--- config.mk ---
export PLATFORM = sky130hd
export DESIGN_NAME = an_sec_decoder_seq_flat
export DESIGN_NICKNAME = d
export VERILOG_FILES = /design/src/rtl/an_sec_decoder_seq_pkg.sv /design/src/rtl/an_sec_decoder_seq_if.sv /design/src/rtl/an_sec_decoder_seq_divider.sv /design/src/rtl/an_sec_decoder_seq.sv /design/src/flat_wrapper.sv
export SDC_FILE = /design/constraint.sdc
export NUM_CORES = 1
export LEC_CHECK = 0
export CAP_MARGIN = 15
export CORE_MARGIN = 1.5
export CORE_UTILIZATION = 40
export DETAILED_ROUTE_END_ITERATION = 10
export GPL_TIMING_DRIVEN = 0
export PLACE_DENSITY = 0.6
export SLEW_MARGIN = 0
export SYNTH_ARGS = -nofsm -noshare
export SYNTH_HDL_FRONTEND = slang
export SYNTH_SLANG_ARGS = --single-unit
--- constraint.sdc ---
create_clock -name clk -period 4.1 [get_ports clk]
set_input_delay 0.615 -clock clk [delete_from_list [all_inputs] [get_ports clk]]
set_output_delay 0.615 -clock clk [all_outputs]
set_load 0.02 [all_outputs]
--- src/rtl/an_sec_decoder_seq_pkg.sv ---
// Shared constants, FSM state encoding and result record for the sequential AN-code SEC decoder.
// Changing the code constant or widths here re-targets the whole decoder.
package an_code_pkg;
   localparam int DATA_W = 28;
   localparam int A      = 17619;
   localparam int R_W    = 15;
   localparam int CW_W   = DATA_W + R_W;
   localparam int POS_W  = 6;
   localparam int Q_W    = DATA_W + 1;
   localparam int N_W    = DATA_W + 2;

   typedef enum logic [1:0] {IDLE, DIV, SRCH, OUT} state_t;

   typedef struct packed {
      logic [DATA_W-1:0] n;
      logic              corr;
      logic              uncorr;
      logic [POS_W-1:0]  pos;
      logic              sign;
   } result_t;
endpackage

--- src/rtl/an_sec_decoder_seq_if.sv ---
// Codeword-in / operand-out stream bundle of the AN-code decoder.
interface an_sec_decoder_seq_if;
   import an_code_pkg::*;

   // A transfer happens on a rising edge where valid && ready; the sender holds its
   // payload stable and keeps valid high until that edge, and never retracts valid early.
   logic              in_valid;
   logic              in_ready;
   logic [CW_W-1:0]   in_w;
   logic              out_valid;
   logic              out_ready;
   logic [DATA_W-1:0] out_n;
   logic              out_corr;
   logic              out_uncorr;
   logic [POS_W-1:0]  out_pos;
   logic              out_sign;

   modport slave (
      input  in_valid, in_w, out_ready,
      output in_ready, out_valid, out_n, out_corr, out_uncorr, out_pos, out_sign
   );

   modport master (
      output in_valid, in_w, out_ready,
      input  in_ready, out_valid, out_n, out_corr, out_uncorr, out_pos, out_sign
   );
endinterface

--- src/rtl/an_sec_decoder_seq_divider.sv ---
// Serial restoring divider by a constant: one quotient bit per cycle, CW_W cycles per start.
// Quotient and remainder stay stable after done until the next start.
module an_serial_divider #(
   parameter int CW_W = 43,
   parameter int R_W  = 15,
   parameter int Q_W  = 29,
   parameter int A    = 17619
) (
   input  logic            clk,
   input  logic            rst_n,
   input  logic            start,
   input  logic [CW_W-1:0] dividend,
   output logic            done,
   output logic [Q_W-1:0]  quo,
   output logic [R_W-1:0]  rem
);
   localparam int              CNT_W    = $clog2(CW_W);
   localparam logic [R_W:0]    A_V      = (R_W+1)'(A);
   localparam logic [CNT_W-1:0] CNT_LAST = CNT_W'(CW_W - 1);

   // sh shifts dividend bits out of the top while quotient bits enter at the bottom
   logic [CW_W-1:0]  sh;
   logic [R_W-1:0]   rem_r;
   logic [CNT_W-1:0] cnt;
   logic             busy;
   logic [R_W:0]     trial;
   logic             ge;

   always_comb begin
      trial = {rem_r, sh[CW_W-1]};
      ge    = (trial >= A_V);
   end

   always_ff @(posedge clk or negedge rst_n) begin
      if (!rst_n) begin
         sh    <= '0;
         rem_r <= '0;
         cnt   <= '0;
         busy  <= 1'b0;
         done  <= 1'b0;
      end else begin
         done <= 1'b0;
         if (start) begin
            sh    <= dividend;
            rem_r <= '0;
            cnt   <= '0;
            busy  <= 1'b1;
         end else if (busy) begin
            rem_r <= R_W'(ge ? trial - A_V : trial);
            sh    <= {sh[CW_W-2:0], ge};
            cnt   <= cnt + 1'b1;
            if (cnt == CNT_LAST) begin
               busy <= 1'b0;
               done <= 1'b1;
            end
         end
      end
   end

   assign quo = sh[Q_W-1:0];
   assign rem = rem_r;
endmodule

--- src/rtl/an_sec_decoder_seq.sv ---
// Multi-cycle single-error-correcting AN-code decoder: serial divide, then walk 2^i mod A
// one index per cycle looking for a residue that explains the error as +/-2^i.
module an_sec_decoder_seq
   import an_code_pkg::*;
(
   input  logic                  clk,
   input  logic                  rst_n,
   an_sec_decoder_seq_if.slave   bus,
   output state_t                dbg_state
);
   localparam logic [R_W-1:0]   A_R    = R_W'(A);
   localparam logic [R_W:0]     A_P    = (R_W+1)'(A);
   localparam logic [POS_W-1:0] LAST_I = POS_W'(CW_W - 1);

   state_t          state;
   logic [CW_W-1:0] w_q;
   logic            div_start;
   logic            div_done;
   logic [Q_W-1:0]  q;
   logic [R_W-1:0]  r;
   logic            in_ready_r;
   logic            out_valid_r;
   result_t         res;

   // Search state: p = 2^i mod A, k = floor(2^i / A)
   logic [R_W-1:0]   p;
   logic [N_W-1:0]   k;
   logic [POS_W-1:0] i;

   logic [R_W:0]   p2;
   logic           p_wrap;
   logic [R_W-1:0] p_nx;
   logic [N_W-1:0] k_nx;
   logic           match_pos;
   logic           match_neg;
   logic [N_W-1:0] q_ext;
   logic [N_W-1:0] n_pos;
   logic [N_W-1:0] n_neg;
   logic           pos_bad;
   logic           neg_bad;
   result_t        res_uncorr;

   an_serial_divider #(.CW_W(CW_W), .R_W(R_W), .Q_W(Q_W), .A(A)) u_div (
      .clk      (clk),
      .rst_n    (rst_n),
      .start    (div_start),
      .dividend (w_q),
      .done     (div_done),
      .quo      (q),
      .rem      (r)
   );

   always_comb begin
      p2         = {p, 1'b0};
      p_wrap     = (p2 >= A_P);
      p_nx       = R_W'(p_wrap ? p2 - A_P : p2);
      k_nx       = {k[N_W-2:0], p_wrap};
      match_pos  = (r == p);
      match_neg  = (r == (A_R - p));
      q_ext      = {1'b0, q};
      n_pos      = q_ext - k;
      n_neg      = q_ext + k + N_W'(1);
      // A positive correction is illegal if it underflows or leaves the operand range
      pos_bad    = (k > q_ext) || (n_pos[N_W-1:DATA_W] != '0);
      neg_bad    = (n_neg[N_W-1:DATA_W] != '0);
      res_uncorr = '{n: q[DATA_W-1:0], corr: 1'b0, uncorr: 1'b1, pos: '0, sign: 1'b0};
   end

   always_ff @(posedge clk or negedge rst_n) begin
      if (!rst_n) begin
         state       <= IDLE;
         w_q         <= '0;
         div_start   <= 1'b0;
         in_ready_r  <= 1'b1;
         out_valid_r <= 1'b0;
         res         <= '0;
         p           <= '0;
         k           <= '0;
         i           <= '0;
      end else begin
         div_start <= 1'b0;
         case (state)
            IDLE: begin
               if (bus.in_valid && in_ready_r) begin
                  w_q        <= bus.in_w;
                  in_ready_r <= 1'b0;
                  div_start  <= 1'b1;
                  state      <= DIV;
               end
            end
            DIV: begin
               if (div_done) begin
                  if (r == '0) begin
                     res <= q[DATA_W] ? res_uncorr
                                      : '{n: q[DATA_W-1:0], corr: 1'b0, uncorr: 1'b0,
                                          pos: '0, sign: 1'b0};
                     out_valid_r <= 1'b1;
                     state       <= OUT;
                  end else begin
                     p     <= R_W'(1);
                     k     <= '0;
                     i     <= '0;
                     state <= SRCH;
                  end
               end
            end
            SRCH: begin
               if (match_pos) begin
                  res <= pos_bad ? res_uncorr
                                 : '{n: n_pos[DATA_W-1:0], corr: 1'b1, uncorr: 1'b0,
                                     pos: i, sign: 1'b0};
                  out_valid_r <= 1'b1;
                  state       <= OUT;
               end else if (match_neg) begin
                  res <= neg_bad ? res_uncorr
                                 : '{n: n_neg[DATA_W-1:0], corr: 1'b1, uncorr: 1'b0,
                                     pos: i, sign: 1'b1};
                  out_valid_r <= 1'b1;
                  state       <= OUT;
               end else if (i == LAST_I) begin
                  res         <= res_uncorr;
                  out_valid_r <= 1'b1;
                  state       <= OUT;
               end else begin
                  p <= p_nx;
                  k <= k_nx;
                  i <= i + 1'b1;
               end
            end
            OUT: begin
               if (bus.out_ready) begin
                  out_valid_r <= 1'b0;
                  in_ready_r  <= 1'b1;
                  state       <= IDLE;
               end
            end
            default: state <= IDLE;
         endcase
      end
   end

   assign bus.in_ready   = in_ready_r;
   assign bus.out_valid  = out_valid_r;
   assign bus.out_n      = res.n;
   assign bus.out_corr   = res.corr;
   assign bus.out_uncorr = res.uncorr;
   assign bus.out_pos    = res.pos;
   assign bus.out_sign   = res.sign;
   assign dbg_state      = state;
endmodule
--- src/flat_wrapper.sv ---
// flat-port wrapper written by rule: the top's interface ports become plain ports
module an_sec_decoder_seq_flat import an_code_pkg::*;
  (clk, rst_n, dbg_state, bus_in_valid, bus_in_w, bus_out_ready, bus_in_ready, bus_out_valid, bus_out_n, bus_out_corr, bus_out_uncorr, bus_out_pos, bus_out_sign);
  an_sec_decoder_seq_if bus_i ();
  input  logic clk;
  input  logic rst_n;
  output state_t dbg_state;
  input wire logic [$bits(bus_i.in_valid)-1:0] bus_in_valid;
  input wire logic [$bits(bus_i.in_w)-1:0] bus_in_w;
  input wire logic [$bits(bus_i.out_ready)-1:0] bus_out_ready;
  output wire logic [$bits(bus_i.in_ready)-1:0] bus_in_ready;
  output wire logic [$bits(bus_i.out_valid)-1:0] bus_out_valid;
  output wire logic [$bits(bus_i.out_n)-1:0] bus_out_n;
  output wire logic [$bits(bus_i.out_corr)-1:0] bus_out_corr;
  output wire logic [$bits(bus_i.out_uncorr)-1:0] bus_out_uncorr;
  output wire logic [$bits(bus_i.out_pos)-1:0] bus_out_pos;
  output wire logic [$bits(bus_i.out_sign)-1:0] bus_out_sign;
  assign bus_i.in_valid = bus_in_valid;
  assign bus_i.in_w = bus_in_w;
  assign bus_i.out_ready = bus_out_ready;
  assign bus_in_ready = bus_i.in_ready;
  assign bus_out_valid = bus_i.out_valid;
  assign bus_out_n = bus_i.out_n;
  assign bus_out_corr = bus_i.out_corr;
  assign bus_out_uncorr = bus_i.out_uncorr;
  assign bus_out_pos = bus_i.out_pos;
  assign bus_out_sign = bus_i.out_sign;
  an_sec_decoder_seq u_core (.clk(clk), .rst_n(rst_n), .bus(bus_i), .dbg_state(dbg_state));
endmodule
==> results of run 1 <==
## layout make-up
type	instances	area, µm²
inverters	82	308
fillers	3145	16700
well taps	442	553
plain buffers	98	482
multi-input cells	1102	7770
clock buffers	35	744
diodes	1	2.50
clock inverters	11	116
flip-flops and latches	202	5060
repair buffers	105	1050
## placed cells by master, fill, tap and decap left out, types with 11 or more instances in the layout
master	instances
clkbuf_16	26
a21o_1	18
nor2_1	121
mux2_2	46
and2_1	11
dfrtp_1	197
xnor2_1	31
o221ai_1	17
a21oi_1	90
clkbuf_1	66
nand4_1	12
o31ai_1	29
nand3_1	20
nand2b_1	16
ha_1	71
nand2_1	129
mux2i_1	47
buf_2	15
o21ai_0	101
and3_1	14
xor2_1	29
nor3_1	19
buf_4	18
clkdlybuf4s50_1	86
o211ai_1	15
a22o_1	39
a211oi_1	23
nor2b_1	24
inv_1	80
## critical path: cells and delay by family, from the launching register on
family	cells	cell delay, ns
buffers and inverters	3	0.56
and+or+nand+nor	4	1.10
muxes	1	0.39
DFF	1	0.47
AOI/OAI and AO/OA	5	0.97
adders and majority gates	1	0.29
## worst min-delay path by stage
stage / startpoint / to / cells past startpoint
floorplan: rst_n / u_core.bus.out_corr$_DFFE_PN0P_ / 0
global placement: u_core.w_q[26]$_DFFE_PN0P_ / u_core.u_div.sh[26]$_DFFE_PN0P_ / 2
detailed placement: u_core.w_q[34]$_DFFE_PN0P_ / u_core.u_div.sh[34]$_DFFE_PN0P_ / 2
CTS: u_core.w_q[35]$_DFFE_PN0P_ / u_core.u_div.sh[35]$_DFFE_PN0P_ / 2
global route: u_core.w_q[8]$_DFFE_PN0P_ / u_core.u_div.sh[8]$_DFFE_PN0P_ / 2
finish: u_core.w_q[35]$_DFFE_PN0P_ / u_core.u_div.sh[35]$_DFFE_PN0P_ / 2
## flip-flops by register name (all words and copies together) (netlist names), 2 cells and up
| register | flops |
|---|---|
| u_core.u_div.rem | 15 |
| u_core.k | 30 |
| u_core.i | 6 |
| u_core.u_div.cnt | 6 |
| u_core.dbg_state | 2 |
| u_core.bus.out_pos | 6 |
| u_core.p | 15 |
| u_core.bus.out_n | 28 |
| u_core.u_div.sh | 43 |
| u_core.w_q | 43 |
## logic make-up after synthesis
family | Yosys count | share of synthesized area [%]
adders and majority gates | 74 | 7.02
buffers and inverters | 182 | 5.54
and+or+nand+nor | 419 | 14.8
DFF | 202 | 37.7
muxes | 93 | 7.38
xor gates and xnor gates | 61 | 3.99
AOI/OAI and AO/OA | 455 | 23.5
## metal layers
layer / global-route usage (%) / up-vias / share of wire [%]
met5: 0 / - / 0
met4: 6.77 / 0 / 2.7
met3: 4.09 / 64 / 6.2
met2: 36.8 / 349 / 45
met1: 32.9 / 5703 / 47
li1: - / 5645 / -
## power groups by stage
stage	Sequential, mW	Clock (mW)	Combinational, mW
final	1.99	2.25	0.0920
after global placement	2.03	0	0.0882
after CTS	1.99	2.31	0.0965
after floorplan	2.03	0	0.000904
after detailed placement	2.03	0	0.0955
after global routing	1.99	2.40	0.104
## repair_timing
action,CTS,global route
hold buffers,1,0
pin swaps,5,12
hold endpoints to repair,45,0
endpoints found under the setup margin,38,79
resized for setup,36,33
setup buffers,5,10
## through the flow
stage	utilization, %	worst slack [ns]	setup TNS (ns)	area (µm²)	std cells
CTS	48.5	-0.0254	-0.0593	15900	2069
global placement	45.2	-6.35	-1291.93	14800	2015
global route	49.1	-0.00551	-0.00709	16100	2077
floorplan	-	0.401	0	13400	1486
detailed placement	45.4	-0.872	-19.44	14900	2017
finish	49.1	0.139	0	16100	2078
==> flow_summary.toml, run 1 <==
[setup_path]
worst_setup_path_start_kind = "flop"
startpoint = "u_core.u_div.sh[22]$_DFFE_PN0P_"
cp_common_cell = "a21oi_1"
cp-end-kind = "flop"
r2r_setup_slack_ns = 0.14
slowest_delay_ns = 0.57
critPathRequiredTime_ns = 4.50
critPathMaxFanout = 10
reg2reg_from = "u_core.u_div.sh[22]$_DFFE_PN0P_"
path_cells = "ha_1, buf_2, or4_4, nand2b_4, nor3_2, o211ai_1, nand3_2, mux2_2, o2111ai_4, buf_8, buf_6, a21oi_1, o31ai_2, a21oi_1"
crit_end = "u_core.bus.out_n[20]$_DFFE_PN0P_"
r2r_end = "u_core.bus.out_n[20]$_DFFE_PN0P_"
cp_slowest_cell = "or4_4"
r2r_cells = 14
worst-setup-path-type = "reg -> reg"
crit_arrival_ns = 4.37

[pwr]
p_seq_share_pct = 46.0
total_power_mw = 4.34
powerDensity_mw_per_mm2 = 270
ir_worst_vdd_v = 0.000294
sw_frac_of_total_pct = 22.1
pwr-share-clk_pct = 51.9
power_leakage_nw = 7.19
switchingPower_mw = 0.960
combPwrFrac_pct = 2.1
internal_power_mw = 3.38

[floorplanning]
dieArea_mm2 = 0.0346
ioPinCount = 88
coreArea_mm2 = 0.0328
chipHeight_um = 186
start_util_pct = 40.9
die_w_um = 186
placementRows = 66

[yosys]
syn_area_per_cell_um2 = 9.02
synthArstFlopShare_pct = 100
ys_seq_area_share_pct = 37.7
synth_cell_types = 86
synthTopCellsByArea = "dfrtp_1 (38%), ha_1 (6.7%), o21ai_0 (4.0%)"
yosysTopAreaCell = "dfrtp_1"
yosysMostFrequentCell = "dfrtp_1"
synth_seq_cells = 202
synth-main-ff-cell = "dfrtp_1"
yosys_warnings = 0
synth_nets = 1607
synth_edf_count = 0
synth_area_mm2 = 0.0134
netlist_instances = 1486
ys_top_cells_by_count = "dfrtp_1 (201), nand2_1 (130), nor2_1 (122), o21ai_0 (106), a21oi_1 (94)"
synth_top_area_share_pct = 37.5

[global_routing]
grt_pass1_vias = 11400
antenna_found_initial = 1
track_usage_pct = 23.4
grt_start_max_net_pins = 91
grt_pass1_wl_um = 63200
grt_overflow_total = 0

[cells_and_area]
drive_above_1_share_pct = 11.4
area_growth_syn_to_layout_pct = 20.1
finalNetCount = 1738

[cts]
htree_levels = 1
clk_pin_slew_ns = 0.06
cts_buffers = 26
cts_buffer_depth = 3
root_buffer = "clkbuf_16"
cts_sinks = 202
clk_latency_ns = 0.55
cts_tree = "built"

[detailed_routing]
vias = 11800
first_iter_violations = 883
ant_nets = 0
viasPerCell = 5.66
drt-total-wl_um = 39900
routedWlPerCell_um = 19.2
drc = 0
firstDrtPassIters = 5

[sta]
hold_viol = 0
setup_viol = 0
fin_hold_ws_ns = 0.474
drv_slew = 0
relSlewSlack_pct = 30.3
max_slew.worst_pin.slew_ns = 1.04
min_period_ns = 3.96
fin_crit_sh_pct = 96.6
finClkSkew_ns = 0.0193
max_freq_mhz = 252

[place]
io_buffer_count = 87
dp_hpwl_um = 29700
gp_congestion = 0.933

[run_status]
outcome = "finished, final reports clean"

[worst_hold_path]
hp-class = "reg -> reg"

[flow_run]
drv_cap = 0
No activity file was read; power rests on OpenSTA's default activity.
==> run 2, diff against run 1 <==
CORE_UTILIZATION = 60   (was 40)
PLACE_DENSITY = 0.83   (was 0.6)
==> run 2 against run 1 <==
Maximum frequency down 0.91%. Critical path type unchanged. Global-route usage up 10 points. Clock skew down 0.010 ns. Flip-flop and latch count unchanged. Sequential power about the same. Non-clock buffer count down 4. Clock-buffer cell count down 3.
==> flow_summary.toml, run 2 (same netlist as run 1, synthesis figures left out) <==
[run_status]
outcome = "finished, final reports clean"

[sta]
fin_crit_sh_pct = 97.5
hold_viol = 0
max_slew.worst_pin.slew_ns = 1.09
fin_hold_ws_ns = 0.0499
relSlewSlack_pct = 26.6
drv_slew = 0
setup_viol = 0
fin_setup_tns_ns = 0
max_freq_mhz = 250
finClkSkew_ns = 0.00928
finalWorstSetupSlack_ns = 0.102
min_period_ns = 4.00

[cells_and_area]
finalNetCount = 1732
layout_common_cells = "dfrtp_1 (198), nand2_1 (129), nor2_1 (121)"
utilization_pct = 72.4
area_growth_syn_to_layout_pct = 18.2
design_area_mm2 = 0.0158
final_common_cell = "dfrtp_1"
reg.largest.list = "u_core.u_div.sh (43), u_core.w_q (43), u_core.k (30)"
stdcell_count = 1909
drive_above_1_share_pct = 11.0
antenna_cells = 0

[pwr]
powerDensity_mw_per_mm2 = 281
ir_worst_vdd_v = 0.000306
power_leakage_nw = 7.17
total_power_mw = 4.46

[global_routing]
grt_pass1_wl_um = 62700
antenna_found_initial = 0
track_usage_pct = 33.6
grt_start_max_net_pins = 127
grt_pass1_vias = 11800
grt_overflow_total = 0

[setup_path]
critPathRequiredTime_ns = 4.50
worst-setup-path-type = "reg -> reg"
worst_setup_path_start_kind = "flop"
crit_arrival_ns = 4.40
cp-end-kind = "flop"
critPathMaxFanout = 10

[floorplanning]
ioPinCount = 88
coreArea_mm2 = 0.0219
die_w_um = 152
placementRows = 54
start_util_pct = 61.2
chipHeight_um = 152
dieArea_mm2 = 0.0232

[cts]
clk_latency_ns = 0.53
cts_hold_buf = 0
htree_levels = 1
cts_buffers = 24
cts_tree = "built"
clk_pin_slew_ns = 0.06
cts_sinks = 202
root_buffer = "clkbuf_16"
cts_buffer_depth = 3

[place]
dp_hpwl_um = 28500
dp.cells = 1854
gp_congestion = 0.941
io_buffer_count = 87
place_area_mm2 = 0.0147
dp_slack_ns = -0.883

[flow_run]
drv_cap = 0

[detailed_routing]
firstDrtPassIters = 5
viasPerCell = 6.41
vias = 12200
ant_nets = 0
drc = 0
first_iter_violations = 1082
routedWlPerCell_um = 20.8
drt-total-wl_um = 39700

[worst_hold_path]
hp-class = "in -> async"
## run 2: cell types whose count changed in the layout (fill, tap and decap cells not counted), moves of 2 or more
cell,change
bufinv_16,+4
clkbuf_16,-2
a21oi_1,+2
buf_4,+3
buf_6,-2
clkbuf_1,-4
clkbuf_2,+4
buf_2,-2
clkinvlp_4,+3
clkinv_2,-5
## run 2: layout make-up
class	instances	area, µm²
Multi-Input combinational cell	1102	7740
Fill cell	1649	6050
Sequential cell	202	5060
Timing Repair Buffer	103	1020
Clock buffer	32	681
Buffer	96	454
Tap cell	280	350
Inverter	82	308
Clock inverter	12	225
## run 2: timing repair
action	CTS	global route
pin swaps	5	9
buffers inserted	9	6
endpoints found under the setup margin	37	78
gates resized for setup	27	32
## run 2: worst max-delay path, cell delays in order, from the launching register on
cell	delay (ns)
dfrtp_1	0.46
ha_1	0.34
clkbuf_4	0.20
inv_1	0.11
a2111oi_4	0.45
o311ai_2	0.20
o211ai_1	0.38
nand3_2	0.19
mux2_2	0.36
o2111ai_4	0.29
buf_8	0.16
buf_4	0.21
o32ai_1	0.09
o21ai_0	0.31
a21oi_1	0.13
## run 2: worst paths after layout
path | slack (ns) | cells past startpoint | endpoint | start
worst max-delay path | 0.10 | 14 | u_core.bus.out_n[9]$_DFFE_PN0P_ | u_core.u_div.sh[12]$_DFFE_PN0P_
worst min-delay path | 0.05 | 1 | u_core.i[2]$_DFFE_PN0P_ | rst_n
worst max register to register | 0.10 | 14 | u_core.bus.out_n[9]$_DFFE_PN0P_ | u_core.u_div.sh[12]$_DFFE_PN0P_
worst min register to register | 0.47 | 1 | u_core.bus.out_corr$_DFFE_PN0P_ | u_core.bus.out_corr$_DFFE_PN0P_
max in group asynchronous | 3.01 | 2 | u_core.u_div.sh[22]$_DFFE_PN0P_ | rst_n
min in group clk | 0.47 | 1 | u_core.bus.out_corr$_DFFE_PN0P_ | u_core.bus.out_corr$_DFFE_PN0P_
## run 2: power breakdown
part / switching (mW) / internal, mW
Combinational: 0.0466 / 0.0418
Sequential: 0 / 1.99
Clock: 0.883 / 1.49
## run 2: layer usage
metal  wire length, µm  up-vias  track usage (%)  part of all wire [%]
met4              1560        0             13.4                   3.9
li1                  -     5615                -                     -
met5                 0        -                0                     0
met1             16800     5905             47.0                    42
met2             17800      611             52.1                    45
met3              3580      114             5.83                   9.0
